## src/rtl/immediate_encoder_pkg.sv

```systemverilog
// -----------------------------------------------------------------------------
// immediate_encoder_pkg
// Shared definitions for the Format I immediate encoder:
//   - register numbers used as constant-generator sources (R0, R2/CG1, R3/CG2)
//   - As addressing-mode codes
//   - out_kind word-type codes
//   - encoder FSM state type
//   - helper that packs the Format I instruction word
// -----------------------------------------------------------------------------
package immediate_encoder_pkg;

  // Register numbers
  localparam logic [3:0] REG_R0  = 4'd0;
  localparam logic [3:0] REG_CG1 = 4'd2;  // R2 acting as constant generator 1
  localparam logic [3:0] REG_CG2 = 4'd3;  // R3 acting as constant generator 2

  // As source addressing-mode codes
  localparam logic [1:0] AS_00 = 2'b00;
  localparam logic [1:0] AS_01 = 2'b01;
  localparam logic [1:0] AS_10 = 2'b10;
  localparam logic [1:0] AS_11 = 2'b11;  // @Rn+ ; with R0 this is #imm

  // out_kind codes
  localparam logic [1:0] KIND_INSTR = 2'd0;
  localparam logic [1:0] KIND_SRCX  = 2'd1;
  localparam logic [1:0] KIND_DSTX  = 2'd2;

  typedef enum logic [1:0] {
    ST_IDLE  = 2'd0,
    ST_INSTR = 2'd1,
    ST_SRCX  = 2'd2,
    ST_DSTX  = 2'd3
  } state_t;

  // Format I word: {opcode, src, Ad, bw, As, dst}
  function automatic logic [15:0] pack_instr(
    input logic [3:0] opcode,
    input logic [3:0] src,
    input logic       ad,
    input logic       bw,
    input logic [1:0] as_mode,
    input logic [3:0] dst
  );
    return {opcode, src, ad, bw, as_mode, dst};
  endfunction

endpackage

```

## src/rtl/immediate_encoder_cg_match.sv

```systemverilog
// -----------------------------------------------------------------------------
// imm_cg_match
// Combinational constant-generator matcher. Decides whether an immediate can
// be produced by R2/R3 constant-generator addressing instead of an extension
// word. In byte mode only imm[7:0] is compared, so byte 0xFF matches -1.
// Ports:
//   i_imm  [15:0] source immediate
//   i_bw          1 = byte operation
//   o_hit         immediate is available from a constant generator
//   o_src  [3:0]  generator register (R2 or R3); R0 when no hit
//   o_as   [1:0]  As mode selecting the constant; 11 when no hit
// -----------------------------------------------------------------------------
module imm_cg_match
  import immediate_encoder_pkg::*;
(
  input  logic [15:0] i_imm,
  input  logic        i_bw,
  output logic        o_hit,
  output logic [3:0]  o_src,
  output logic [1:0]  o_as
);

  logic [15:0] w_val;
  logic        w_is_m1;

  // Byte mode compares the low byte only; -1 is recognised separately so
  // that both 0xFF (byte) and 0xFFFF (word) hit.
  assign w_val   = i_bw ? {8'h00, i_imm[7:0]} : i_imm;
  assign w_is_m1 = i_bw ? (i_imm[7:0] == 8'hFF) : (i_imm == 16'hFFFF);

  always_comb begin
    o_hit = 1'b1;
    o_src = REG_R0;
    o_as  = AS_11;
    if (w_is_m1) begin
      o_src = REG_CG2;
      o_as  = AS_11;
    end else begin
      case (w_val)
        16'h0000: begin o_src = REG_CG2; o_as = AS_00; end
        16'h0001: begin o_src = REG_CG2; o_as = AS_01; end
        16'h0002: begin o_src = REG_CG2; o_as = AS_10; end
        16'h0004: begin o_src = REG_CG1; o_as = AS_10; end
        16'h0008: begin o_src = REG_CG1; o_as = AS_11; end
        default: begin
          o_hit = 1'b0;
          o_src = REG_R0;
          o_as  = AS_11;
        end
      endcase
    end
  end

endmodule

```

## src/rtl/immediate_encoder.sv

```systemverilog
// -----------------------------------------------------------------------------
// immediate_encoder
// Encodes a Format I "op #imm, dst" request into a stream of 16-bit words:
// the instruction word, an optional source-extension word (when the immediate
// is not available from a constant generator) and an optional
// destination-extension word (indexed destination).
//
// Handshakes: a transfer happens on a rising edge where valid and ready are
// both 1. The producer holds valid and its payload until that edge; ready may
// change freely. Input side: in_valid/in_ready (in_ready high only in IDLE).
// Output side: out_valid/out_ready; out_data/out_kind/out_last are registered
// and remain stable while out_valid=1 and out_ready=0.
//
// Ports:
//   clk, rst            clock, synchronous active-high reset
//   in_valid, in_ready  request handshake
//   opcode, bw, imm, dstA, Ad, dst_off  request fields (latched on accept)
//   out_valid, out_ready, out_data, out_kind, out_last  word stream
//   cg_hit              one-cycle pulse after an accept that used a generator
//   words_saved         saturating count of extension words avoided
//   dbg_state           current FSM state
// -----------------------------------------------------------------------------
module immediate_encoder
  import immediate_encoder_pkg::*;
#(
  parameter int unsigned CG_ENABLE = 1
) (
  input  logic        clk,
  input  logic        rst,
  input  logic        in_valid,
  output logic        in_ready,
  input  logic [3:0]  opcode,
  input  logic        bw,
  input  logic [15:0] imm,
  input  logic [3:0]  dstA,
  input  logic        Ad,
  input  logic [15:0] dst_off,
  output logic        out_valid,
  input  logic        out_ready,
  output logic [15:0] out_data,
  output logic [1:0]  out_kind,
  output logic        out_last,
  output logic        cg_hit,
  output logic [15:0] words_saved,
  output state_t      dbg_state
);

  state_t      r_state;
  state_t      w_nxt_state;

  logic        r_out_valid;
  logic [15:0] r_out_data;
  logic [1:0]  r_out_kind;
  logic        r_out_last;
  logic        r_cg_hit;
  logic [15:0] r_words_saved;

  // Request context kept for the extension words
  logic        r_need_src;
  logic        r_ad;
  logic [15:0] r_src_word;
  logic [15:0] r_dst_off;

  logic        w_nxt_valid;
  logic [15:0] w_nxt_data;
  logic [1:0]  w_nxt_kind;
  logic        w_nxt_last;

  logic        w_accept;
  logic        w_fire;
  logic        w_hit;
  logic [3:0]  w_cg_src;
  logic [1:0]  w_cg_as;
  logic        w_cg_use;
  logic [3:0]  w_src;
  logic [1:0]  w_as;
  logic [15:0] w_src_word;

  imm_cg_match u_cg_match (
    .i_imm (imm),
    .i_bw  (bw),
    .o_hit (w_hit),
    .o_src (w_cg_src),
    .o_as  (w_cg_as)
  );

  assign w_cg_use   = (CG_ENABLE != 0) && w_hit;
  assign w_src      = w_cg_use ? w_cg_src : REG_R0;
  assign w_as       = w_cg_use ? w_cg_as  : AS_11;
  // Byte operations carry only the low byte in the extension word.
  assign w_src_word = bw ? {8'h00, imm[7:0]} : imm;

  assign in_ready    = (r_state == ST_IDLE);
  assign w_accept    = in_valid && in_ready;
  assign w_fire      = r_out_valid && out_ready;

  assign out_valid   = r_out_valid;
  assign out_data    = r_out_data;
  assign out_kind    = r_out_kind;
  assign out_last    = r_out_last;
  assign cg_hit      = r_cg_hit;
  assign words_saved = r_words_saved;
  assign dbg_state   = r_state;

  // Next state and next output word. Each state loads the word that the
  // following state presents, so outputs are registered on the transition.
  always_comb begin
    w_nxt_state = r_state;
    w_nxt_valid = r_out_valid;
    w_nxt_data  = r_out_data;
    w_nxt_kind  = r_out_kind;
    w_nxt_last  = r_out_last;
    case (r_state)
      ST_IDLE: begin
        if (w_accept) begin
          w_nxt_state = ST_INSTR;
          w_nxt_valid = 1'b1;
          w_nxt_data  = pack_instr(opcode, w_src, Ad, bw, w_as, dstA);
          w_nxt_kind  = KIND_INSTR;
          w_nxt_last  = w_cg_use && !Ad;
        end
      end
      ST_INSTR: begin
        if (w_fire) begin
          if (r_need_src) begin
            w_nxt_state = ST_SRCX;
            w_nxt_data  = r_src_word;
            w_nxt_kind  = KIND_SRCX;
            w_nxt_last  = !r_ad;
          end else if (r_ad) begin
            w_nxt_state = ST_DSTX;
            w_nxt_data  = r_dst_off;
            w_nxt_kind  = KIND_DSTX;
            w_nxt_last  = 1'b1;
          end else begin
            w_nxt_state = ST_IDLE;
            w_nxt_valid = 1'b0;
          end
        end
      end
      ST_SRCX: begin
        if (w_fire) begin
          if (r_ad) begin
            w_nxt_state = ST_DSTX;
            w_nxt_data  = r_dst_off;
            w_nxt_kind  = KIND_DSTX;
            w_nxt_last  = 1'b1;
          end else begin
            w_nxt_state = ST_IDLE;
            w_nxt_valid = 1'b0;
          end
        end
      end
      ST_DSTX: begin
        if (w_fire) begin
          w_nxt_state = ST_IDLE;
          w_nxt_valid = 1'b0;
        end
      end
      default: begin
        w_nxt_state = ST_IDLE;
        w_nxt_valid = 1'b0;
      end
    endcase
  end

  always_ff @(posedge clk) begin
    if (rst) begin
      r_state       <= ST_IDLE;
      r_out_valid   <= 1'b0;
      r_out_data    <= 16'h0000;
      r_out_kind    <= KIND_INSTR;
      r_out_last    <= 1'b0;
      r_cg_hit      <= 1'b0;
      r_words_saved <= 16'h0000;
      r_need_src    <= 1'b0;
      r_ad          <= 1'b0;
      r_src_word    <= 16'h0000;
      r_dst_off     <= 16'h0000;
    end else begin
      r_state     <= w_nxt_state;
      r_out_valid <= w_nxt_valid;
      r_out_data  <= w_nxt_data;
      r_out_kind  <= w_nxt_kind;
      r_out_last  <= w_nxt_last;
      r_cg_hit    <= w_accept && w_cg_use;
      if (w_accept) begin
        r_need_src <= !w_cg_use;
        r_ad       <= Ad;
        r_src_word <= w_src_word;
        r_dst_off  <= dst_off;
        if (w_cg_use && (r_words_saved != 16'hFFFF)) begin
          r_words_saved <= r_words_saved + 16'd1;
        end
      end
    end
  end

endmodule

```

## config.mk

```make
export PLATFORM = sky130hd
export DESIGN_NAME = immediate_encoder
export DESIGN_NICKNAME = d
export VERILOG_FILES = /design/src/rtl/immediate_encoder_pkg.sv /design/src/rtl/immediate_encoder_cg_match.sv /design/src/rtl/immediate_encoder.sv
export SDC_FILE = /design/constraint.sdc
export NUM_CORES = 1
export LEC_CHECK = 0
export ABC_AREA = 0
export CORE_ASPECT_RATIO = 1.25
export CORE_MARGIN = 4
export CORE_UTILIZATION = 40
export CTS_BUF_LIST = sky130_fd_sc_hd__clkbuf_8
export CTS_CLUSTER_SIZE = 25
export DETAILED_ROUTE_END_ITERATION = 7
export GPL_ROUTABILITY_DRIVEN = 0
export HOLD_SLACK_MARGIN = 0.12
export PLACE_DENSITY = 0.77
export SETUP_SLACK_MARGIN = 0.4
export SYNTH_ARGS = -nofsm -noshare
export SYNTH_HDL_FRONTEND = slang
export SYNTH_SLANG_ARGS = --single-unit
```

## constraint.sdc

```tcl
create_clock -name clk -period 2.3 [get_ports clk]
set_input_delay 0.46 -clock clk [delete_from_list [all_inputs] [get_ports clk]]
set_output_delay 0.46 -clock clk [all_outputs]
set_load 0.01 [all_outputs]
```

Word-level counts from Yosys, hierarchy flattened
Cells that the tools add are included.
Widths: inputs -> output; s select.
{ "totals": {"wordCells": 88, "regBits": 73, "output_inout_bits": 40} }
{ "classes": {"muxes": 42, "reduce_logical": 19, "n_eq_ne": 15, "n_addsub": 1} }
{ "ops": {"columns": ["op", "n"], "rows": [
  ["$mux 16", 6],
  ["$pmux 16 s3", 1],
  ["$mux 2", 13],
  ["$add 16x1->16 const B", 1],
  ["$eq 16x1->1 const B", 1],
  ["$eq 16x16->1 const B", 1],
  ["$eq 16x2->1 const B", 1],
  ["$eq 16x3->1 const B", 1],
  ["$eq 16x4->1 const B", 1],
  ["$logic_not 16->1", 1],
  ["$ne 16x16->1 const B", 1],
  ["$mux 1", 14],
  ["$pmux 2 s3", 2],
  ["$eq 8x8->1 const B", 1],
  ["$mux 4", 2],
  ["$ne 2x2->1 const B", 4],
  ["$pmux 2 s4", 1],
  ["$reduce_and 4->1", 2],
  ["$logic_and 1x1->1", 5],
  ["$reduce_and 5->1", 1],
  ["$reduce_or 5->1", 1],
  ["$eq 2x2->1 const B", 2],
  ["$pmux 1 s4", 1],
  ["$pmux 2 s2", 1],
  ["9 further kinds", 12]
]} }

Longest topological paths before layout
{ "depth": {"ltp_word": 8, "mapped_depth": 9} }

Modules after synthesis
A second synthesis with hierarchy kept.
{ "hier_totals": {"hier_cells": 481, "hier_area_um2": 3718.6} }
{ "modules_own_cells": {"columns": ["mod", "instances", "area_each_um2", "cells_per_inst", "seq_area_each_um2"], "rows": [
  ["immediate_encoder", 1, 3538.4, 454, 1461.4],
  ["imm_cg_match", 1, 180.2, 27, 0.0]
]} }

Least setup slack after synthesis
OpenSTA, ideal clock, no wires.
{ "synth_path": {"kind": "reg-to-reg", "from": "register r_state[0] (netlist: dbg_state[0])", "to": "register r_out_data[9] (netlist: out_data[9])", "required_ns": 2.166, "arrival_ns": 2.020, "slack_ns": 0.147, "path_stages_with_launch": 9, "period_less_slack_ns": 2.153, "setup_ns": 0.134, "cell_sequence": "dfxtp_1 > inv_1 > ha_1 > or2_1 > a211o_1 > clkbuf_1 > buf_1 > a311oi_1 > a211oi_1"} }
{ "synth_between": {"elab_chain_cells": 4, "word_cells_on_any_way": 10} }
{ "synth_rtl": {"columns": ["element", "line", "rtl"], "rows": [
  ["from (decl)", "immediate_encoder.sv:48", "state_t r_state;"],
  ["from (signal assigned)", "immediate_encoder.sv:181", "r_state <= w_nxt_state;"],
  ["$logic_not 2->1", "immediate_encoder.sv:93, immediate_encoder.sv:113", null],
  ["$logic_and 1x1->1", "immediate_encoder.sv:94", "assign w_accept = in_valid && in_ready;"],
  ["$ne 2x1->1 (no line)", null, null],
  ["$reduce_and 4->1 (no line)", null, null],
  ["to (signal assigned)", "immediate_encoder.sv:183", "r_out_data <= w_nxt_data;"],
  ["to (decl)", "immediate_encoder.sv:52", "logic [15:0] r_out_data;"]
]} }
Parallel ways exist; a longest one is shown, timed or not.
A chain may end at the register's enable or synchronous reset.

Worst setup path after layout
{ "layout_path": {"from": "register r_state[1] (netlist: dbg_state[1])", "to": "register r_words_saved[13] (netlist: words_saved[13])"} }
{ "layout_between": {"elab_chain_cells": 3} }
{ "layout_rtl": {"columns": ["element", "line", "rtl"], "rows": [
  ["$logic_not 2->1", "immediate_encoder.sv:93", "assign in_ready = (r_state == ST_IDLE);"],
  ["$logic_and 1x1->1", "immediate_encoder.sv:94", null],
  ["$reduce_and 2->1 (no line)", null, null],
  ["to (signal assigned)", "immediate_encoder.sv:193", "r_words_saved <= r_words_saved + 16'd1;"],
  ["to (decl)", "immediate_encoder.sv:56", "logic [15:0] r_words_saved;"]
]} }
No other way between the ends.

==> metrics.txt <==
drt pass-1 iters=5; area grow syn2layout=52.1%; Post-synth EDFFs=0; design area=5400 µm²; Ant. Diodes=0; Synth area leaders=dfxtp_1 (41%), a21oi_1 (9.4%), nand2_1 (6.9%); async set-reset flop share out of synthesis=0; total grt overflow=0; Setup Skew=0.0102 ns; max_cap viols=0; count of final setup violators=0; Placement Setup Slack=-0.282 ns; post-DP HPWL=7.69 mm; GRT Overall Usage=0.222; hold path depth=2; final hold vios=0; reg2reg path depth=7; CP Data Required Time=roughly 2.6 ns; Longest Clk Path Bufs=2; CTS Sinks=73; layout cells sized above 1=0.244; initial antenna violation count=0; worst hold start=r_dst_off[1]; critical-path maximum fanout=5; most used flip-flop cell after synthesis=dfxtp_1; hold slack=around 0.46 ns; Initial Util=0.410; Power, Total=3.62 mW; post-synth top area share=0.412; CORE AREA=~8700 µm²; fill count=744; post-synthesis sequential area ratio=0.412; Final period util=0.874; cell taking the most area after synthesis=dfxtp_1; largest net degree at the start of global routing=44; max_slew headroom=0.678; Ports=86; post-synth cell types=56; CP startpoint=dbg_state[1]; Final nets=620; Crit Path Class=reg2reg; placed cell areas=4780 µm²; syn nets=496; commonest non-fill, non-tap cell in the layout=clkdlybuf4s50_1; port bufs=85; Yosys warnings=0; Seq cells post-synth=73; multi-input logic area=2190 µm²; CTS tree=yes; FF-to-FF Start=dbg_state[1]; Die ar.=10500 µm²; setup TNS=0 ns; commonest non-fill, non-tap cells in the layout=clkdlybuf4s50_1 (66), nand2_1 (65), dfxtp_1 (62), a21oi_1 (56), buf_4 (39); Peak VDD IR=around 0.00032 V; synthesized area per cell=7.99 µm²; # DRC=0; min cycle time layout=2.01 ns; Post-Place Cells=between 600 and 700; status=completed; startpoint types=flip-flop; CTS Buf Count=9; Final Util=0.624; root buffer cell=clkbuf_8; unrepaired setup endpoints after global routing=yes; CP Capture Type=flip-flop; clk slew on worst S/H paths=0.09 ns; register area=about 1500 µm²; Die Height=113 µm; via count=around 4000; DRT iter0 DRCs=~270; Avg WL per Cell=17.3 µm; P_leak=1.93 nW; hold crit path type=reg2reg; Post-Syn Area=3550 µm²; final WL=12.0 mm; number of global-route vias before repair=3979; H-tree depth=3; Power Dens Cells=670 nW/µm²; die width=92.3 µm; top achievable clock speed=0.497 GHz; fin. max-slew vios=0; Tightest Pin Transition=0.483 ns; Post-Synthesis Cells=444; worst skew pair latency=roughly 0.35 ns; vias per inst=approximately 5.8; worst path arrival time=2.29 ns; first-pass GRT wire length=18.9 mm; setup ws final=0.290 ns; Cell Rows=38; post-route insts no fill=a little under 700; Final ANT Viol Nets=0
where the power goes:
| group | leakage (nW) | total [mW] | switching [mW] | internal [mW] |
|---|---|---|---|---|
| Combinational | 1.22 | 1.02 | 0.531 | 0.487 |
| Sequential | 0.602 | 1.44 | 0.0759 | 1.37 |
| Clock | 0.113 | 1.16 | 0.511 | 0.644 |
| Total | 1.93 | 3.62 | 1.12 | 2.50 |
worst max-delay path, cell delays in order, from the launching register on:
cell,delay [ns]
dfxtp_4,0.37
inv_4,0.06
ha_4,0.16
and2_4,0.15
nand4_1,0.12
or3b_4,0.43
or4_1,0.52
a21oi_1,0.13
layer usage:
| metal | vias up | track usage | part of all wire |
|---|---|---|---|
| li1 | 1879 | - | - |
| met2 | 193 | 0.389 | 0.50 |
| met4 | 0 | 0.111 | 0.031 |
| met5 | - | 0 | 0 |
| met1 | 1916 | 0.257 | 0.40 |
| met3 | 46 | 0.0419 | 0.066 |
kinds of logic after synthesis:
logic type	count (synthesis)	synth area share
and+or+nand+nor	180	0.255
AOI/OAI and AO/OA	142	0.248
DFF	73	0.412
buffers and inverters	36	0.0426
adders and majority gates	7	0.0243
muxes	6	0.0183
worst paths after layout:
kind | to | slack [ns]
worst max-delay path | words_saved[13] | 0.29
worst min-delay path | r_dst_off[1] | 0.46
worst max register to register | words_saved[13] | 0.29
worst min register to register | r_dst_off[1] | 0.46
cell usage after synthesis, types with 2 or more instances:
| library cell | number |
|---|---|
| o31ai_1 | 8 |
| or3_1 | 9 |
| nand3_1 | 7 |
| nand2_1 | 65 |
| nand4_1 | 9 |
| nor3b_1 | 9 |
| a22oi_1 | 2 |
| mux2i_1 | 2 |
| a211oi_1 | 5 |
| a21oi_1 | 67 |
| nand2b_1 | 2 |
| and2_1 | 4 |
| clkbuf_1 | 18 |
| ha_1 | 6 |
| o21a_1 | 2 |
| buf_2 | 4 |
| and3_1 | 2 |
| a221o_1 | 2 |
| a311oi_1 | 8 |
| a21o_1 | 3 |
| mux2_2 | 4 |
| a221oi_1 | 2 |
| o21ai_0 | 21 |
| inv_1 | 6 |
| nor4_1 | 3 |
| nor2_1 | 36 |
| or4_1 | 7 |
| o211ai_1 | 2 |
| a31oi_1 | 8 |
| nor3_1 | 5 |
| nor2b_1 | 11 |
| and4_1 | 5 |
| dfxtp_1 | 73 |
| buf_1 | 5 |
layout make-up:
class,count,area share
Multi-Input combinational cell,337,0.406
Sequential cell,73,0.274
Tap cell,120,0.0278
Clock buffer,10,0.0255
Clock inverter,6,0.0167
Timing Repair Buffer,140,0.244
Inverter,7,0.00579
registers in the layout (all words and copies together), names as in the netlist:
register,count
out_valid,1
out_last,1
r_ad,1
out_kind,2
r_dst_off,16
r_src_word,16
out_data,16
r_need_src,1
cg_hit,1
dbg_state,2
words_saved,16
what timing repair did:
action,in CTS,in global routing
gates cloned,3,0
pin swaps,29,21
resized for setup,54,35
setup endpoints to repair,32,36
setup buffers,13,5
hold buffers,0,0
(Power assumes the default switching activity.)
